`src/rtl/uart_arb_pkg.sv`:
```
// Shared constants and helpers for the UART TX write-port arbiter.
package uart_arb_pkg;
  localparam int UART_BYTE_W = 8;

  localparam logic [1:0] S_IDLE = 2'd0;
  localparam logic [1:0] S_XFER = 2'd1;

  function automatic int id_width(input int n);
    return $clog2(n);
  endfunction
endpackage

```
`src/rtl/uart_tx_arbiter_rr_pick.sv`:
```
// Round-robin picker: first set request at or after ptr, wrapping; purely combinational.
module rr_pick
  import uart_arb_pkg::*;
#(
  parameter int N  = 4,
  parameter int IW = id_width(N)
) (
  input  logic [N-1:0]  req,
  input  logic [IW-1:0] ptr,
  output logic [IW-1:0] gnt_idx,
  output logic          any
);
  logic [2*N-1:0] w_dbl;
  logic [N-1:0]   w_rot;
  logic [IW-1:0]  w_off;
  logic [IW:0]    w_sum;

  // Doubling the vector lets a plain shift act as a rotate by ptr.
  assign w_dbl = {req, req} >> ptr;
  assign w_rot = w_dbl[N-1:0];

  always_comb begin
    w_off = '0;
    for (int i = N - 1; i >= 0; i--) begin
      if (w_rot[i]) w_off = IW'(i);
    end
  end

  assign w_sum   = {1'b0, w_off} + {1'b0, ptr};
  assign gnt_idx = (w_sum >= (IW+1)'(N)) ? IW'(w_sum - (IW+1)'(N)) : w_sum[IW-1:0];
  assign any     = |req;
endmodule

```
`src/rtl/uart_tx_arbiter.sv`:
```
// Packet-granular round-robin arbiter onto the uart_core TX FIFO write port.
// One byte per two cycles at most; stalled or over-long grants are force-released.
module uart_tx_arbiter
  import uart_arb_pkg::*;
#(
  parameter int NUM_REQ        = 4,
  parameter int TIMEOUT_CYCLES = 100000,
  parameter int MAX_PKT_LEN    = 64
) (
  input  logic                             clk,
  input  logic                             reset_btn,
  input  logic [NUM_REQ-1:0]               req_valid,
  input  logic [UART_BYTE_W*NUM_REQ-1:0]   req_data,
  input  logic [NUM_REQ-1:0]               req_last,
  output logic [NUM_REQ-1:0]               req_ready,
  output logic [UART_BYTE_W-1:0]           write_data,
  output logic                             write_uart,
  input  logic                             tx_full,
  output logic [id_width(NUM_REQ)-1:0]     grant_id,
  output logic                             busy,
  output logic                             timeout_err
);
  localparam int IW = id_width(NUM_REQ);
  localparam int BW = $clog2(MAX_PKT_LEN + 1);
  localparam int TW = $clog2(TIMEOUT_CYCLES);

  logic [1:0]             r_state;
  logic [1:0]             w_state_nxt;
  logic [IW-1:0]          r_grant_id;
  logic [IW-1:0]          r_rr_ptr;
  logic [BW-1:0]          r_byte_cnt;
  logic [TW-1:0]          r_idle_cnt;
  logic                   r_busy;
  logic                   r_write_uart;
  logic [UART_BYTE_W-1:0] r_write_data;
  logic                   r_timeout_err;

  logic [IW-1:0]          w_pick;
  logic                   w_any;
  logic                   w_in_xfer;
  logic                   w_rdy;
  logic                   w_sel_vld;
  logic                   w_sel_last;
  logic [UART_BYTE_W-1:0] w_sel_dat;
  logic                   w_acc;
  logic                   w_len_hit;
  logic                   w_idle_hit;
  logic                   w_release;
  logic [IW-1:0]          w_ptr_nxt;

  rr_pick #(.N(NUM_REQ), .IW(IW)) u_pick (
    .req     (req_valid),
    .ptr     (r_rr_ptr),
    .gnt_idx (w_pick),
    .any     (w_any)
  );

  always_comb begin
    w_sel_vld  = 1'b0;
    w_sel_last = 1'b0;
    w_sel_dat  = '0;
    for (int i = 0; i < NUM_REQ; i++) begin
      if (r_grant_id == IW'(i)) begin
        w_sel_vld  = req_valid[i];
        w_sel_last = req_last[i];
        w_sel_dat  = req_data[i*UART_BYTE_W +: UART_BYTE_W];
      end
    end
  end

  assign w_in_xfer  = (r_state == S_XFER);
  assign w_acc      = w_rdy && w_sel_vld;
  assign w_len_hit  = w_acc && !w_sel_last && (r_byte_cnt == BW'(MAX_PKT_LEN - 1));
  assign w_idle_hit = w_in_xfer && !w_sel_vld && (r_idle_cnt == TW'(TIMEOUT_CYCLES - 1));
  assign w_release  = (w_acc && w_sel_last) || w_len_hit || w_idle_hit;
  assign w_ptr_nxt  = (r_grant_id == IW'(NUM_REQ - 1)) ? '0 : r_grant_id + IW'(1);

  always_ff @(posedge clk or posedge reset_btn) begin
    if (reset_btn) r_state <= S_IDLE;
    else           r_state <= w_state_nxt;
  end

  always_comb begin
    w_state_nxt = S_IDLE;
    case (r_state)
      S_IDLE:  w_state_nxt = w_any ? S_XFER : S_IDLE;
      S_XFER:  w_state_nxt = w_release ? S_IDLE : S_XFER;
      default: w_state_nxt = S_IDLE;
    endcase
  end

  // Blocking while write_uart is high spaces bytes out so the lagging tx_full is honoured.
  always_comb begin
    w_rdy     = w_in_xfer && !tx_full && !r_write_uart;
    req_ready = '0;
    for (int i = 0; i < NUM_REQ; i++) begin
      req_ready[i] = w_rdy && (r_grant_id == IW'(i));
    end
  end

  always_ff @(posedge clk or posedge reset_btn) begin
    if (reset_btn) begin
      r_grant_id    <= '0;
      r_rr_ptr      <= '0;
      r_byte_cnt    <= '0;
      r_idle_cnt    <= '0;
      r_busy        <= 1'b0;
      r_write_uart  <= 1'b0;
      r_write_data  <= '0;
      r_timeout_err <= 1'b0;
    end else begin
      r_write_uart  <= w_acc;
      r_timeout_err <= w_len_hit || w_idle_hit;
      if (w_acc) r_write_data <= w_sel_dat;

      if (r_state == S_IDLE) begin
        if (w_any) begin
          r_grant_id <= w_pick;
          r_busy     <= 1'b1;
          r_byte_cnt <= '0;
          r_idle_cnt <= '0;
        end
      end else if (w_in_xfer) begin
        if (w_release) begin
          r_busy   <= 1'b0;
          r_rr_ptr <= w_ptr_nxt;
        end
        // tx_full back-pressure with valid high is not idleness, so the count holds.
        if (w_acc) begin
          r_byte_cnt <= r_byte_cnt + BW'(1);
          r_idle_cnt <= '0;
        end else if (!w_sel_vld && !w_idle_hit) begin
          r_idle_cnt <= r_idle_cnt + TW'(1);
        end
      end else begin
        r_busy <= 1'b0;
      end
    end
  end

  assign write_uart  = r_write_uart;
  assign write_data  = r_write_data;
  assign grant_id    = r_grant_id;
  assign busy        = r_busy;
  assign timeout_err = r_timeout_err;
endmodule

```
`config.mk`:
```
export PLATFORM = sky130hd
export DESIGN_NAME = uart_tx_arbiter
export DESIGN_NICKNAME = d
export VERILOG_FILES = /design/src/rtl/uart_arb_pkg.sv /design/src/rtl/uart_tx_arbiter_rr_pick.sv /design/src/rtl/uart_tx_arbiter.sv
export SDC_FILE = /design/constraint.sdc
export NUM_CORES = 1
export LEC_CHECK = 0
export ABC_AREA = 1
export BUFFER_PORTS_ARGS = -buffer_cell sky130_fd_sc_hd__buf_2
export CAP_MARGIN = 10
export CELL_PAD_IN_SITES_DETAIL_PLACEMENT = 0
export CELL_PAD_IN_SITES_GLOBAL_PLACEMENT = 1
export CORE_ASPECT_RATIO = 1.4
export CORE_MARGIN = 5
export CORE_UTILIZATION = 39
export CTS_BUF_LIST = sky130_fd_sc_hd__clkbuf_8 sky130_fd_sc_hd__clkbuf_16
export DETAILED_ROUTE_END_ITERATION = 10
export GPL_ROUTABILITY_DRIVEN = 0
export GPL_TIMING_DRIVEN = 0
export PLACE_DENSITY = 0.9
export SLEW_MARGIN = 20
export SYNTH_ARGS = -nofsm -noshare
export SYNTH_HDL_FRONTEND = slang
export SYNTH_HIERARCHICAL = 1
export SYNTH_SLANG_ARGS = --single-unit
export TNS_END_PERCENT = 100
```
`constraint.sdc`:
```
create_clock -name clk -period 2.5 [get_ports clk]
set_input_delay 0.5 -clock clk [delete_from_list [all_inputs] [get_ports clk]]
set_output_delay 0.5 -clock clk [all_outputs]
set_load 0.01 [all_outputs]
```
* After elaboration in Yosys (flattened, before gate mapping)
Index checks and enable logic that the tools add are counted.
** Cells by class
- Add/subtract/negate cells :: 5
- Order comparisons :: 1
- Eq/ne operators :: 8
- Shift operators :: 1
- Mux-type cells :: 34
- Bitwise gates (word level) :: 1
- Reduce and logical (&&, ||, !) cells :: 32
** Operator list (number)
- $mux W17 :: 5
- $mux W8 :: 4
- $mux W7 :: 4
- $add A17 B1 Y17 const B :: 1
- $eq A17 B17 Y1 const B :: 1
- $mux W1 :: 14
- $logic_and A1 B1 Y1 :: 13
- $mux W2 :: 6
- $reduce_and A3 Y1 :: 3
- $shr A8 B2 Y4 :: 1
- $add A7 B1 Y7 const B :: 1
- $eq A7 B6 Y1 const B :: 1
- $logic_not A1 Y1 :: 5
- $eq A2 B1 Y1 const B :: 2
- $eq A2 B2 Y1 const B :: 2
- $logic_not A2 Y1 :: 2
- $reduce_and A2 Y1 :: 2
- $reduce_bool A2 Y1 :: 2
- $reduce_or A4 Y1 :: 1
- $add A2 B2 Y3 :: 1
- $ge A3 B3 Y1 const B :: 1
- $logic_or A1 B1 Y1 :: 3
- $ne A3 B1 Y1 const B :: 1
- $reduce_bool A3 Y1 :: 1
- other kinds (5) :: 5
** Storage, ports and cells
- Register bits :: 41
- Input port bits :: 43
- Output and inout port bits :: 17
- Word-level logic and storage cells :: 91

* Longest topological paths before layout
- Word-level depth :: 14
- Mapped depth :: 13
- Depth with buffers taken out :: 13

* Cells and area by module
The synthesis kept the hierarchy.
** By module, submodules not included
- uart_tx_arbiter :: instances 1, cells each 409, area each 2768.9 µm², sequential area each 1001.0 µm²
- rr_pick :: instances 1, cells each 35, area each 167.7 µm², sequential area each 0.0 µm²

* Worst setup path before layout
OpenSTA, ideal clock, no wires.
- Path type :: register to register
- Start point :: register r_grant_id[0] (netlist: grant_id[0])
- End point :: register r_byte_cnt[3]
- Library setup time :: 119 ps
- Arrival time :: 1662 ps
- Required time :: 2381 ps
- Setup slack :: 719 ps
- Stages on the path, launching flop included :: 11
- Buffers on the path :: 2
- Clock period less this slack :: 1781 ps
- Path through :: dfrtp_1 -> inv_1 -> ha_1 -> buf_4 -> a21oi_1 -> nand2_1 -> nand3_2 -> buf_4 -> nand2_2 -> a21oi_1 -> nor2_1
** Between the ends
- Word-level cells in the longest chain between the ends :: 8
- Elaborated cells between the ends (all ways) :: 11
- Classes of those cells :: 3 x eq/ne; 4 x mux; 4 x reduce/logical
** Ends and longest elaborated chain
- from (decl) :: line uart_tx_arbiter.sv:29 : logic [IW-1:0] r_grant_id;
- from (signal assigned) :: line uart_tx_arbiter.sv:118 : r_grant_id <= w_pick;
- $logic_not A2 Y1 :: line uart_tx_arbiter.sv:63 : if (r_grant_id == IW'(i)) begin
- $mux W1 (3 in a row) :: line uart_tx_arbiter.sv:63
- $mux W1 * :: line uart_tx_arbiter.sv:63
- $logic_and A1 B1 Y1 * :: line uart_tx_arbiter.sv:72 : assign w_acc = w_rdy && w_sel_vld;
- $reduce_bool A2 Y1 (no line) *
- $reduce_and A3 Y1 (no line) *
- to (signal assigned) :: line uart_tx_arbiter.sv:130 : r_byte_cnt <= r_byte_cnt + BW'(1);
- to (decl) :: line uart_tx_arbiter.sv:31 : logic [BW-1:0] r_byte_cnt;
Mark *: on every way between the ends. The rest lies on a longest branch, timed or not.
A chain may end at the register's enable or synchronous reset.

* Worst setup path in the final report
- Start point :: register r_grant_id[0] (netlist: grant_id[0])
- End point :: output req_ready[2]
** Between the ends
- Word-level cells in the longest chain between the ends :: 2
** Ends and longest elaborated chain
- $eq A2 B2 Y1 :: line uart_tx_arbiter.sv:97 : req_ready[i] = w_rdy && (r_grant_id == IW'(i));
- $logic_and A1 B1 Y1 :: line uart_tx_arbiter.sv:97
- to (decl) :: line uart_tx_arbiter.sv:15 : output logic [NUM_REQ-1:0] req_ready,
No other way between the ends.

==> results.sh <==
export IMPL_wire_per_inst_um=13.4
export IMPL_worstPathRequired_ns=2.00
export IMPL_cp_arrival_ns=1.74
export IMPL_finalWirelength_um=8140
export IMPL_htree_levels=2
export IMPL_io_buffers=59
export IMPL_clkLatencyLatePin_ns=0.30
export IMPL_path_max_fanout=10
export IMPL_slowest_delay_ns=0.43
export IMPL_synth_seq_cells=40
export IMPL_numCtsBuffers=5
export IMPL_leakage_uw=0.00182
export IMPL_core_mm2=0.00736
export IMPL_crit_chain="inv_1 > ha_1 > inv_1 > clkbuf_1 > nor2_1 > buf_2"
export IMPL_finalSetupViolCount=0
export IMPL_fp_dieW_um=83.3
export IMPL_start_util_pct=39.9
export IMPL_synthesis_area_mm2=0.00294
export IMPL_antenna_found_initial=0
export IMPL_ctsResizeCount=0
export IMPL_grt_usage_pct=17.9
export IMPL_hold_viol=0
export IMPL_combPwrFrac_pct=57.0
export IMPL_swShare_pct=48.6
export IMPL_via_per_inst=5.11
export IMPL_crit_top_cell="inv_1"
export IMPL_cpMaxStageDelayCell="dfrtp_1"
export IMPL_path_class="flop to primary output"
export IMPL_cts_buffer_depth=2
export IMPL_grt_pass1_wl_um=13900
export IMPL_drc=0
export IMPL_synth_avg_cell_area_um2=6.61
export IMPL_hp_class="input port to async pin"
export IMPL_die_area_mm2=0.00939
export IMPL_syn_inst=444
export IMPL_tightest_slew_ns=0.532
export IMPL_layout_common_cells="120 x nand2_1, 76 x nor2_1, 65 x buf_2, 57 x nand3_1, 40 x dfrtp_1"
export IMPL_syn_num_nets=494
export IMPL_slew_violations=0
export IMPL_chipHeight_um=113
export IMPL_num_antenna_cells=0
export IMPL_power_density_mw_per_mm2=1020
export IMPL_placed_cell_area_mm2=0.00338
export IMPL_drtPass1Iterations=4
export IMPL_fin_crit_sh_pct=89.6
export IMPL_tns_ns=0
export IMPL_fmax_mhz=447
export IMPL_fin_crit_ns=2.24
export IMPL_rsz0062_at_grt="no"
export IMPL_finClkSkew_ns=0.00492
export IMPL_dp_slack_ns=0.348
export IMPL_path_clk_slew_ns=0.08
export IMPL_ys_warn_count=6
export IMPL_io_pin_count=60
export IMPL_vias=3109
export IMPL_grt_overflow_total=0
export IMPL_cts_tree="built"
export IMPL_clockPowerShare_pct=15.0
export IMPL_cts_hold_buf=0
export IMPL_pwr_share_seq_pct=28.0
export IMPL_slew_headroom_pct=64.4
export IMPL_postCtsSetupBuffers=0
export IMPL_ant_nets=0
export IMPL_post_route_cells_drive_above_1_share_pct=19.7
export IMPL_end_kind="primary output"
export IMPL_vdd_drop_max_mv=0.302
export IMPL_cts_sink_count=40
export IMPL_status="complete, no violations"
export IMPL_drtIter0Drc=158
export IMPL_grt_max_degree=24
export IMPL_nets=561
export IMPL_cts_root_buffer_cell="clkbuf_8"
export IMPL_grt_pass1_vias=3106
export IMPL_ys_seq_area_share_pct=34.1
export IMPL_ys_types=29
export IMPL_final_area_mm2=0.00349
export IMPL_postLayoutCoreUtil_pct=47.4
export IMPL_syn_to_final_growth_pct=18.8
export IMPL_p_switching_uw=1720
export IMPL_std_cell_rows=37
export IMPL_final_common_cell="nand2_1"
export IMPL_power_uw=3540
export IMPL_crit_path_start_kind="flop"
export IMPL_finalWorstSetupSlack_ns=0.261
export IMPL_dp_hpwl_um=6370
export IMPL_cap_violations=0
export IMPL_internal_power_uw=1820
export IMPL_r2r_cells=11
## cells in the mapped netlist
cell type	n	area, um^2
or4_1	1	7.51
nand2_1	120	450
buf_4	4	30.0
o21ai_2	1	8.76
nor2_4	1	11.3
nor2_2	2	12.5
o21bai_1	1	7.51
inv_1	38	143
a21oi_1	24	120
o31ai_1	8	60.1
nor3_2	1	10.0
clkbuf_1	4	15.0
xnor2_1	2	17.5
inv_2	5	18.8
nand3_2	6	60.1
nand4_1	14	87.6
nor2_1	76	285
nand3_4	1	17.5
a21boi_1	1	7.51
o21ai_0	8	40.0
xor2_1	5	43.8
nor3_1	4	20.0
nand3_1	57	285
dfrtp_1	40	1000
ha_1	7	87.6
buf_2	6	30.0
buf_12	1	20.0
nand2_2	5	31.3
a21o_1	1	7.51
## kinds of logic after synthesis
family,Yosys count,share of synthesized area (%)
and+or+nand+nor,288,43.5
buffers and inverters,58,8.73
AOI/OAI and AO/OA,44,8.56
DFF,40,34.1
xor gates and xnor gates,7,2.09
adders and majority gates,7,2.98
## per-stage QoR
step,std cells,hold WS [ns]
4_1_cts,609,0.195
3_5_place_dp,601,0.466
3_3_place_gp,600,0.460
5_1_grt,609,0.224
6_report,609,0.185
2_1_floorplan,444,0.484
## state kept, by name, indices dropped and copies added, names as in the netlist
register and count:
r_state 1, r_byte_cnt 7, r_idle_cnt 17, write_data 8, write_uart 1, busy 1
grant_id 2, r_rr_ptr 2, timeout_err 1
## path summary, 6_finish.rpt
check / startpoint / endpoint / slack, ns
hold / removal: reset_btn / write_data[0]$_DFFE_PP0P_ / 0.19
setup / recovery: grant_id[0]$_DFFE_PP0P_ / req_ready[2] / 0.26
min in group clk: write_data[0]$_DFFE_PP0P_ / write_data[0]$_DFFE_PP0P_ / 0.48
setup reg to reg: grant_id[0]$_DFFE_PP0P_ / r_idle_cnt[6]$_DFFE_PP0P_ / 0.45
hold reg to reg: write_data[0]$_DFFE_PP0P_ / write_data[0]$_DFFE_PP0P_ / 0.48
max in group asynchronous: reset_btn / r_idle_cnt[12]$_DFFE_PP0P_ / 1.85
## cell type report
type                       count  area (um^2)
tap                           97          121
inverter                      43          161
clock buffer                   5         68.8
clock inverter                 3         38.8
fill                         773         3870
buffer                        15         95.1
sequential                    40         1000
timing repair buffer          60          323
multi-input combinational    346         1680
## metal layers
layer	vias to the layer above	routed length [um]	part of all wire, %	global-route usage (%)
met5	-	0	0	0
met4	0	246	3.0	7.63
met3	19	623	7.7	5.07
met2	103	4060	50	34.0
met1	1410	3200	39	18.0
li1	1577	-	-	-
## critical path: cells and delay by family, from the launching register on
kind	cells	cell delay, ns
flip-flops	1	0.43
AND/OR/NAND/NOR	1	0.09
adder cells (fa/ha/maj)	1	0.22
buffers and inverters	4	0.70
## power by group through the flow
stage / logic (uW) / registers (uW) / clock network, uW
finish: 2020 / 992 / 533
global route: 2280 / 1020 / 577
CTS: 2050 / 992 / 557
detailed placement: 2040 / 1010 / 0
global placement: 1990 / 994 / 0
floorplan: 1410 / 1020 / 0
(Power assumes the default switching activity.)
